<file path="src/rtl/adder_pkg.sv">
// Shared definitions for the pipelined adder: operation encodings and the
// carry-chain segment width helper.
package adder_pkg;

  localparam logic OP_ADD = 1'b0;
  localparam logic OP_SUB = 1'b1;

  function automatic int seg_width(input int width, input int stages);
    return width / stages;
  endfunction

endpackage

</file>
<file path="src/rtl/adder_segment.sv">
// Combinational SEG-bit ripple slice built from full-adder cells; one slice
// per pipeline stage of the pipelined adder.
module adder_segment #(
  parameter int SEG = 4
) (
  input  logic [SEG-1:0] a_i,
  input  logic [SEG-1:0] b_i,
  input  logic           c_i,
  output logic [SEG-1:0] sum_o,
  output logic           c_o
);

  logic [SEG:0] carry;

  assign carry[0] = c_i;

  for (genvar i = 0; i < SEG; i++) begin : g_bit
    full_adder u_fa (
      .a_i (a_i[i]),
      .b_i (b_i[i]),
      .c_i (carry[i]),
      .s_o (sum_o[i]),
      .c_o (carry[i+1])
    );
  end

  assign c_o = carry[SEG];

endmodule

</file>
<file path="src/rtl/full_adder.sv">
// One-bit full-adder cell, the building block of every ripple slice.
module full_adder (
  input  logic a_i,
  input  logic b_i,
  input  logic c_i,
  output logic s_o,
  output logic c_o
);

  assign s_o = a_i ^ b_i ^ c_i;
  assign c_o = (a_i & b_i) | (c_i & (a_i ^ b_i));

endmodule

</file>
<file path="src/rtl/pipelined_adder.sv">
// WIDTH-bit add/subtract with the carry chain cut into STAGES registered
// segments; valid/ready handshake with a global stall on output backpressure.
module pipelined_adder
  import adder_pkg::*;
#(
  parameter int WIDTH  = 16,
  parameter int STAGES = 4
) (
  input  logic             clk,
  input  logic             rst,
  input  logic             in_valid,
  output logic             in_ready,
  input  logic [WIDTH-1:0] a,
  input  logic [WIDTH-1:0] b,
  input  logic             c_in,
  input  logic             sub,
  output logic             out_valid,
  input  logic             out_ready,
  output logic [WIDTH-1:0] out,
  output logic             c_out,
  output logic             overflow
);

  localparam int SEG = seg_width(WIDTH, STAGES);
  localparam int L   = STAGES - 1;

  if (STAGES < 1 || (WIDTH % STAGES) != 0) begin : g_cfg_err
    $error("pipelined_adder: WIDTH must be a nonzero multiple of STAGES");
  end

  logic [STAGES-1:0] vld_q, vld_d;
  logic [STAGES-1:0] c_q, c_d;
  logic [WIDTH-1:0]  a_q [STAGES];
  logic [WIDTH-1:0]  b_q [STAGES];
  logic [WIDTH-1:0]  s_q [STAGES];
  logic [WIDTH-1:0]  a_d [STAGES];
  logic [WIDTH-1:0]  b_d [STAGES];
  logic [WIDTH-1:0]  s_d [STAGES];
  logic              stall;

  assign stall    = vld_q[L] & ~out_ready;
  assign in_ready = ~stall;

  for (genvar k = 0; k < STAGES; k++) begin : g_stage
    logic [WIDTH-1:0] a_src, b_src, s_src, s_new;
    logic             c_src, v_src;
    logic [SEG-1:0]   seg_sum;
    logic             seg_c;

    // Stage 0 boundary: operands enter here with B already inverted for subtract
    if (k == 0) begin : g_first
      assign a_src = a;
      assign b_src = (sub == OP_SUB) ? ~b : b;
      assign c_src = (sub == OP_SUB) ? 1'b1 : c_in;
      assign s_src = '0;
      assign v_src = in_valid;
    end else begin : g_next
      assign a_src = a_q[k-1];
      assign b_src = b_q[k-1];
      assign c_src = c_q[k-1];
      assign s_src = s_q[k-1];
      assign v_src = vld_q[k-1];
    end

    adder_segment #(.SEG(SEG)) u_seg (
      .a_i   (a_src[k*SEG +: SEG]),
      .b_i   (b_src[k*SEG +: SEG]),
      .c_i   (c_src),
      .sum_o (seg_sum),
      .c_o   (seg_c)
    );

    always_comb begin
      s_new                = s_src;
      s_new[k*SEG +: SEG]  = seg_sum;
    end

    assign a_d[k]   = a_src;
    assign b_d[k]   = b_src;
    assign s_d[k]   = s_new;
    assign c_d[k]   = seg_c;
    assign vld_d[k] = v_src;
  end

  always_ff @(posedge clk) begin
    if (rst) begin
      vld_q <= '0;
    end else if (!stall) begin
      vld_q <= vld_d;
    end
  end

  // Output stage boundary: only the last stage is reset and it loads on valid
  // data only, so out holds the last result across bubbles.
  always_ff @(posedge clk) begin
    if (!stall) begin
      for (int k = 0; k < L; k++) begin
        a_q[k] <= a_d[k];
        b_q[k] <= b_d[k];
        s_q[k] <= s_d[k];
        c_q[k] <= c_d[k];
      end
    end
    if (rst) begin
      a_q[L] <= '0;
      b_q[L] <= '0;
      s_q[L] <= '0;
      c_q[L] <= 1'b0;
    end else if (!stall && vld_d[L]) begin
      a_q[L] <= a_d[L];
      b_q[L] <= b_d[L];
      s_q[L] <= s_d[L];
      c_q[L] <= c_d[L];
    end
  end

  assign out_valid = vld_q[L];
  assign out       = s_q[L];
  assign c_out     = c_q[L];
  assign overflow  = (a_q[L][WIDTH-1] == b_q[L][WIDTH-1]) &
                     (s_q[L][WIDTH-1] != a_q[L][WIDTH-1]);

endmodule

</file>
<file path="config.mk">
export PLATFORM = sky130hd
export DESIGN_NAME = pipelined_adder
export DESIGN_NICKNAME = d
export VERILOG_FILES = /design/src/rtl/adder_pkg.sv /design/src/rtl/adder_segment.sv /design/src/rtl/full_adder.sv /design/src/rtl/pipelined_adder.sv
export SDC_FILE = /design/constraint.sdc
export NUM_CORES = 1
export LEC_CHECK = 0
export CAP_MARGIN = 15
export CORE_MARGIN = 2
export CORE_UTILIZATION = 45
export CTS_CLUSTER_DIAMETER = 30
export DETAILED_ROUTE_END_ITERATION = 8
export PLACE_DENSITY = 0.71
export SLEW_MARGIN = 30
export SYNTH_ARGS = -nofsm -noshare
export SYNTH_HDL_FRONTEND = slang
export SYNTH_SLANG_ARGS = --single-unit
</file>
<file path="constraint.sdc">
create_clock -name clk -period 2.81 [get_ports clk]
set_clock_uncertainty 0.15 [all_clocks]
set_input_delay 0.281 -clock clk [delete_from_list [all_inputs] [get_ports clk]]
set_output_delay 0.281 -clock clk [all_outputs]
set_load 0.005 [all_outputs]
</file>
======== Word level (Yosys, flattened, before mapping) ========
Memories as Yosys holds them, arrays and structs flattened.
Index checks and enable logic that the tools add are counted.
Widths: inputs -> output; s select.
word-level totals
  word-level logic and storage cells ...... 109
  register bits ........................... 8
  bits of input ports ..................... 38
  memories kept ........................... 3
  memory bits (writable) .................. 192
memories
  name  words  width  read ports  clocked after Yosys merged registers in  write ports  RTL line               source
  a_q   4      16     4           0                                        4            pipelined_adder.sv:33  logic [WIDTH-1:0] a_q [STAGES];
  b_q   4      16     4           0                                        4            pipelined_adder.sv:34  logic [WIDTH-1:0] b_q [STAGES];
  s_q   4      16     4           0                                        4            pipelined_adder.sv:35  logic [WIDTH-1:0] s_q [STAGES];
operators by class
  reduce and logical (&&, ||, !) cells .... 2
  multiplexer cells ....................... 11
  eq/ne operators ......................... 2
  bitwise gates (word level) .............. 88
operator list
  cell               count
  $mux 16            4
  $and 1x1->1        34
  $xor 1x1->1        32
  $or 1x1->1         19
  $not 16->16        1
  $mux 1             7
  $not 1->1          2
  $eq 1x1->1         1
  $logic_and 1x1->1  1
  $logic_not 1->1    1
  $ne 1x1->1         1

======== Logic depth before layout (Yosys ltp) ========
  depth in word-level cells ............... 11
  depth in mapped cells ................... 8
  mapped depth without buffers ............ 8

======== By module ========
From an unflattened synthesis, not the netlist that was laid out.
unflattened totals
  cell total of the unflattened synthesis .. 174
  area total of the unflattened synthesis .. 3,609.7 µm²
by module, submodules not included
  module           sequential area each (µm²)  cells an instance  instances  area each (µm²)
  pipelined_adder  2,892.8                     158                1          3,289.4
  full_adder       0.0                         1                  16         20.0

======== Worst setup path before layout ========
No wires, ideal clock.
  path type ............................... flip-flop to flip-flop
  start ................................... register vld_q[3]
  end ..................................... memory a_q[3][15], enable pin
  data arrival time ....................... 2.656 ns
  path buffers ............................ 0
  data required time ...................... 2.286 ns
  slack ................................... -0.369 ns
  library setup time ...................... 0.374 ns
  cell stages (with the launch flop) ...... 4
  cell sequence ........................... dfxtp_1 > nor2b_4 > inv_1 > a21o_1
RTL lines
  element                 RTL line               source
  start, declared         pipelined_adder.sv:31  logic [STAGES-1:0] vld_q, vld_d;
  start signal, assigned  pipelined_adder.sv:89  vld_q <= vld_d;
  end, declared           pipelined_adder.sv:33

==> flow_summary.rst <==
.. list-table::
   :header-rows: 1

   * - Metric
     - Value
   * - Run status
     - complete, no violations
   * - H-tree Lvls
     - 3
   * - I/O pins
     - 58
   * - Cell Pwr Density
     - 641 nW/um^2
   * - Arrival time of the worst setup path
     - roughly 2.6 ns
   * - Overall track demand over capacity in global routing
     - 10.8%
   * - Wire per inst
     - 12.0 um
   * - Synthesized netlist cell count
     - approximately 210
   * - TritonCTS clock tree
     - built
   * - First-pass GRT wire length
     - 7.07 mm
   * - Worst hold margin
     - 0.269 ns
   * - Post-DP HPWL
     - 3.25 mm
   * - Fraction of the yosys area taken by sequential cells
     - 77.3%
   * - Total congestion overflow after global routing
     - 0
   * - Post-CTS setup buffer count
     - 0
   * - Sum of internal, switching and leakage power
     - 2.98 mW
   * - Largest stage delay on the critical path
     - about 0.54 ns
   * - Std-Cell Rows
     - 33
   * - Number of distinct library cell variants in the gate-level netlist after synthesis
     - 21
   * - Slew Limit Fails
     - 0
   * - Post-synthesis net count
     - 260
   * - Worst Path Required
     - 2.75 ns
   * - Placed insts
     - 368
   * - Highest clock rate
     - approximately 0.38 GHz
   * - Total Routed Length
     - around 4.6 mm
   * - Fill cells
     - 631
   * - Critical path class
     - input port to flip-flop
   * - Number of vias in the routed layout
     - 1658
   * - Hold Fails Final Rpt
     - 0
   * - Placeable core area
     - 8130 um^2
   * - Type of the worst min-delay path
     - flip-flop to flip-flop
   * - Number of failing setup endpoints in the final timing report
     - 0
   * - Area of combinational cells with multiple inputs
     - 694 um^2
   * - Sink count of the clock tree
     - 98
   * - Final antenna diode count
     - 0
   * - Vias in the first global route
     - 1671
   * - Starting utilization of the core area
     - 46.0%
   * - Worst-skew pair later-pin latency
     - between 0.3 and 0.4 ns
   * - Number of buffers added on ports
     - 57
   * - Minimum period implied by the final worst setup slack
     - between 2 and 3 ns
   * - Layout net count
     - 328
   * - Leak pwr
     - 1.81 nW
   * - Clock-pin slew reported for the worst setup and hold paths after clock tree synthesis
     - 0.09 ns
   * - Hold-fix buffer count after cts
     - 0
   * - Drt first pass iters
     - 4
   * - Fin Setup TNS
     - 0 ns
   * - Cells resized by post-CTS repair
     - 0
   * - Max-cap violation count
     - 0
   * - Average cell area after synthesis
     - 18.2 um^2
   * - Area after detailed placement
     - around 4500 um^2
   * - Critical path launch point type
     - input port
   * - Final non-filler cell total
     - around 380
   * - Number of antenna violations at the first check in global routing
     - 0
   * - Area of the die
     - 9060 um^2
   * - Largest voltage drop on the vdd net
     - 0.250 mV
   * - Worst setup slack for register-to-register paths
     - 0.39 ns
   * - Buffer type at the clock tree root
     - clkbuf_8
   * - RSZ-0062 raised after global routing
     - false
   * - Detail Route Antenna Nets
     - 0
   * - Number of synthesized register bits
     - 98
   * - Routability-driven placement congestion ratio
     - 0.658
   * - Via-to-Cell Ratio
     - 4.32
   * - Remaining DRCs
     - 0
   * - Layout area overhead
     - 24.3%
   * - Worst slew pin tran
     - 0.634 ns
   * - Top cell by count, worst path
     - fa_1
   * - Deepest clock path buffer count
     - 2
   * - Post-route cell area
     - 4650 um^2
   * - Cell area after technology mapping
     - 3740 um^2
   * - Floorplan die width
     - 95.2 um
   * - Maximum net fanout on the critical path
     - 4
   * - Crit path buffers/inverters
     - 2
   * - Number of buffers added by the clock tree synthesis step
     - 9
   * - Cells along the critical path
     - clkdlybuf4s50_1, xnor2_1, fa_1, fa_1, fa_1, inv_1, fa_1
   * - Crit path capture type
     - flip-flop
   * - Pin count of the biggest net entering global routing
     - 81
   * - Fin crit share
     - 94.4%
   * - Count of yosys warnings during synthesis
     - 0
   * - Die height
     - 95.2 um
   * - Area used by sequential logic in the layout
     - 2890 um^2
   * - Iter 0 DRT Violations
     - between 60 and 70
   * - Slowest stage cell on the critical path
     - clkdlybuf4s50_1
   * - Fraction of layout instances using a drive strength above 1
     - 7.53%
   * - Headroom to the max-slew limit
     - 57.7%
   * - Top delay family on crit path
     - adder cells
## Yosys cell counts
library cell   n  share of area (%)
a21o_1         1               0.20
a21oi_1        4               0.53
a311oi_1       1               0.23
and2_1        16                2.7
buf_2          1               0.13
buf_4          1               0.20
buf_6          1               0.30
dfxtp_1        5                2.7
edfxtp_1      93                 75
fa_1          16                8.6
inv_1         35                3.5
nand2_1        6               0.60
nand2b_1       1               0.17
nand3b_1       1               0.20
nor2_1         3               0.30
nor2b_1        2               0.33
nor2b_4        1               0.37
nor3b_4        1               0.50
o21ai_0        1               0.13
xnor2_1        3               0.70
xor2_1        13                3.0
## layout make-up
cell class,count,area share (%)
Sequential cell,98,62.2
Multi-Input combinational cell,70,14.9
Timing Repair Buffer,60,13.0
Inverter,35,2.90
Tap cell,105,2.82
Clock buffer,9,2.66
Clock inverter,7,1.48
## through the flow
stage / util, % / worst slack, ns
after floorplan: - / 0.0107
after global placement: 54.8 / -0.174
after detailed placement: 54.8 / -0.226
after CTS: 57.2 / 0.155
after global routing: 57.2 / 0.0945
final: 57.2 / 0.156
## flip-flops by register name (all words and copies together), names as in the netlist
register,cells
b_q,25
s_q,40
c_q,4
a_q,25
vld_q,4
## final timing paths
| check | from | endpoint | cells after the start |
|---|---|---|---|
| hold reg to reg | b_q[0][8] | b_q[1][8] | 0 |
| hold / removal | b_q[0][8] | b_q[1][8] | 0 |
| setup / recovery | sub | s_q[0][3] | 7 |
| setup reg to reg | a_q[1][8] | s_q[2][11] | 8 |
## logic make-up (layout without fill, tap and decap cells)
logic type / count (synthesis) / count (layout) / share of synthesized area [%]
flops: 98 / 98 / 77.3
compound gates: 7 / 7 / 1.10
simple gates: 31 / 31 / 5.15
fa+ha+maj: 16 / 16 / 8.56
xor+xnor: 16 / 16 / 3.74
buf+inv: 38 / 111 / 4.15
## placed cells by master, fill, tap and decap left out, types with 2 or more instances in the layout
cell type,instances
a21oi_1,4
and2_1,16
buf_4,2
clkbuf_8,9
clkdlybuf4s50_1,57
clkinv_2,2
clkinvlp_4,2
dfxtp_1,5
edfxtp_1,93
fa_1,16
inv_1,34
nand2_1,6
nor2_1,3
nor2b_1,2
xnor2_1,3
xor2_1,13
## layer usage
layer,GRT usage (%),vias to the layer above,share of wire [%]
met3,2.45,5,5.3
li1,-,831,-
met1,11.5,770,41
met5,0,-,0
met4,6.88,0,1.3
met2,19.0,52,53
## power by group
part,switching [mW],internal (mW),leakage (nW)
clock,0.454,0.410,0.0970
sequential,0.0489,1.82,1.02
combinational,0.113,0.137,0.689
total,0.616,2.37,1.81
No activity file was read; power rests on OpenSTA's default activity.
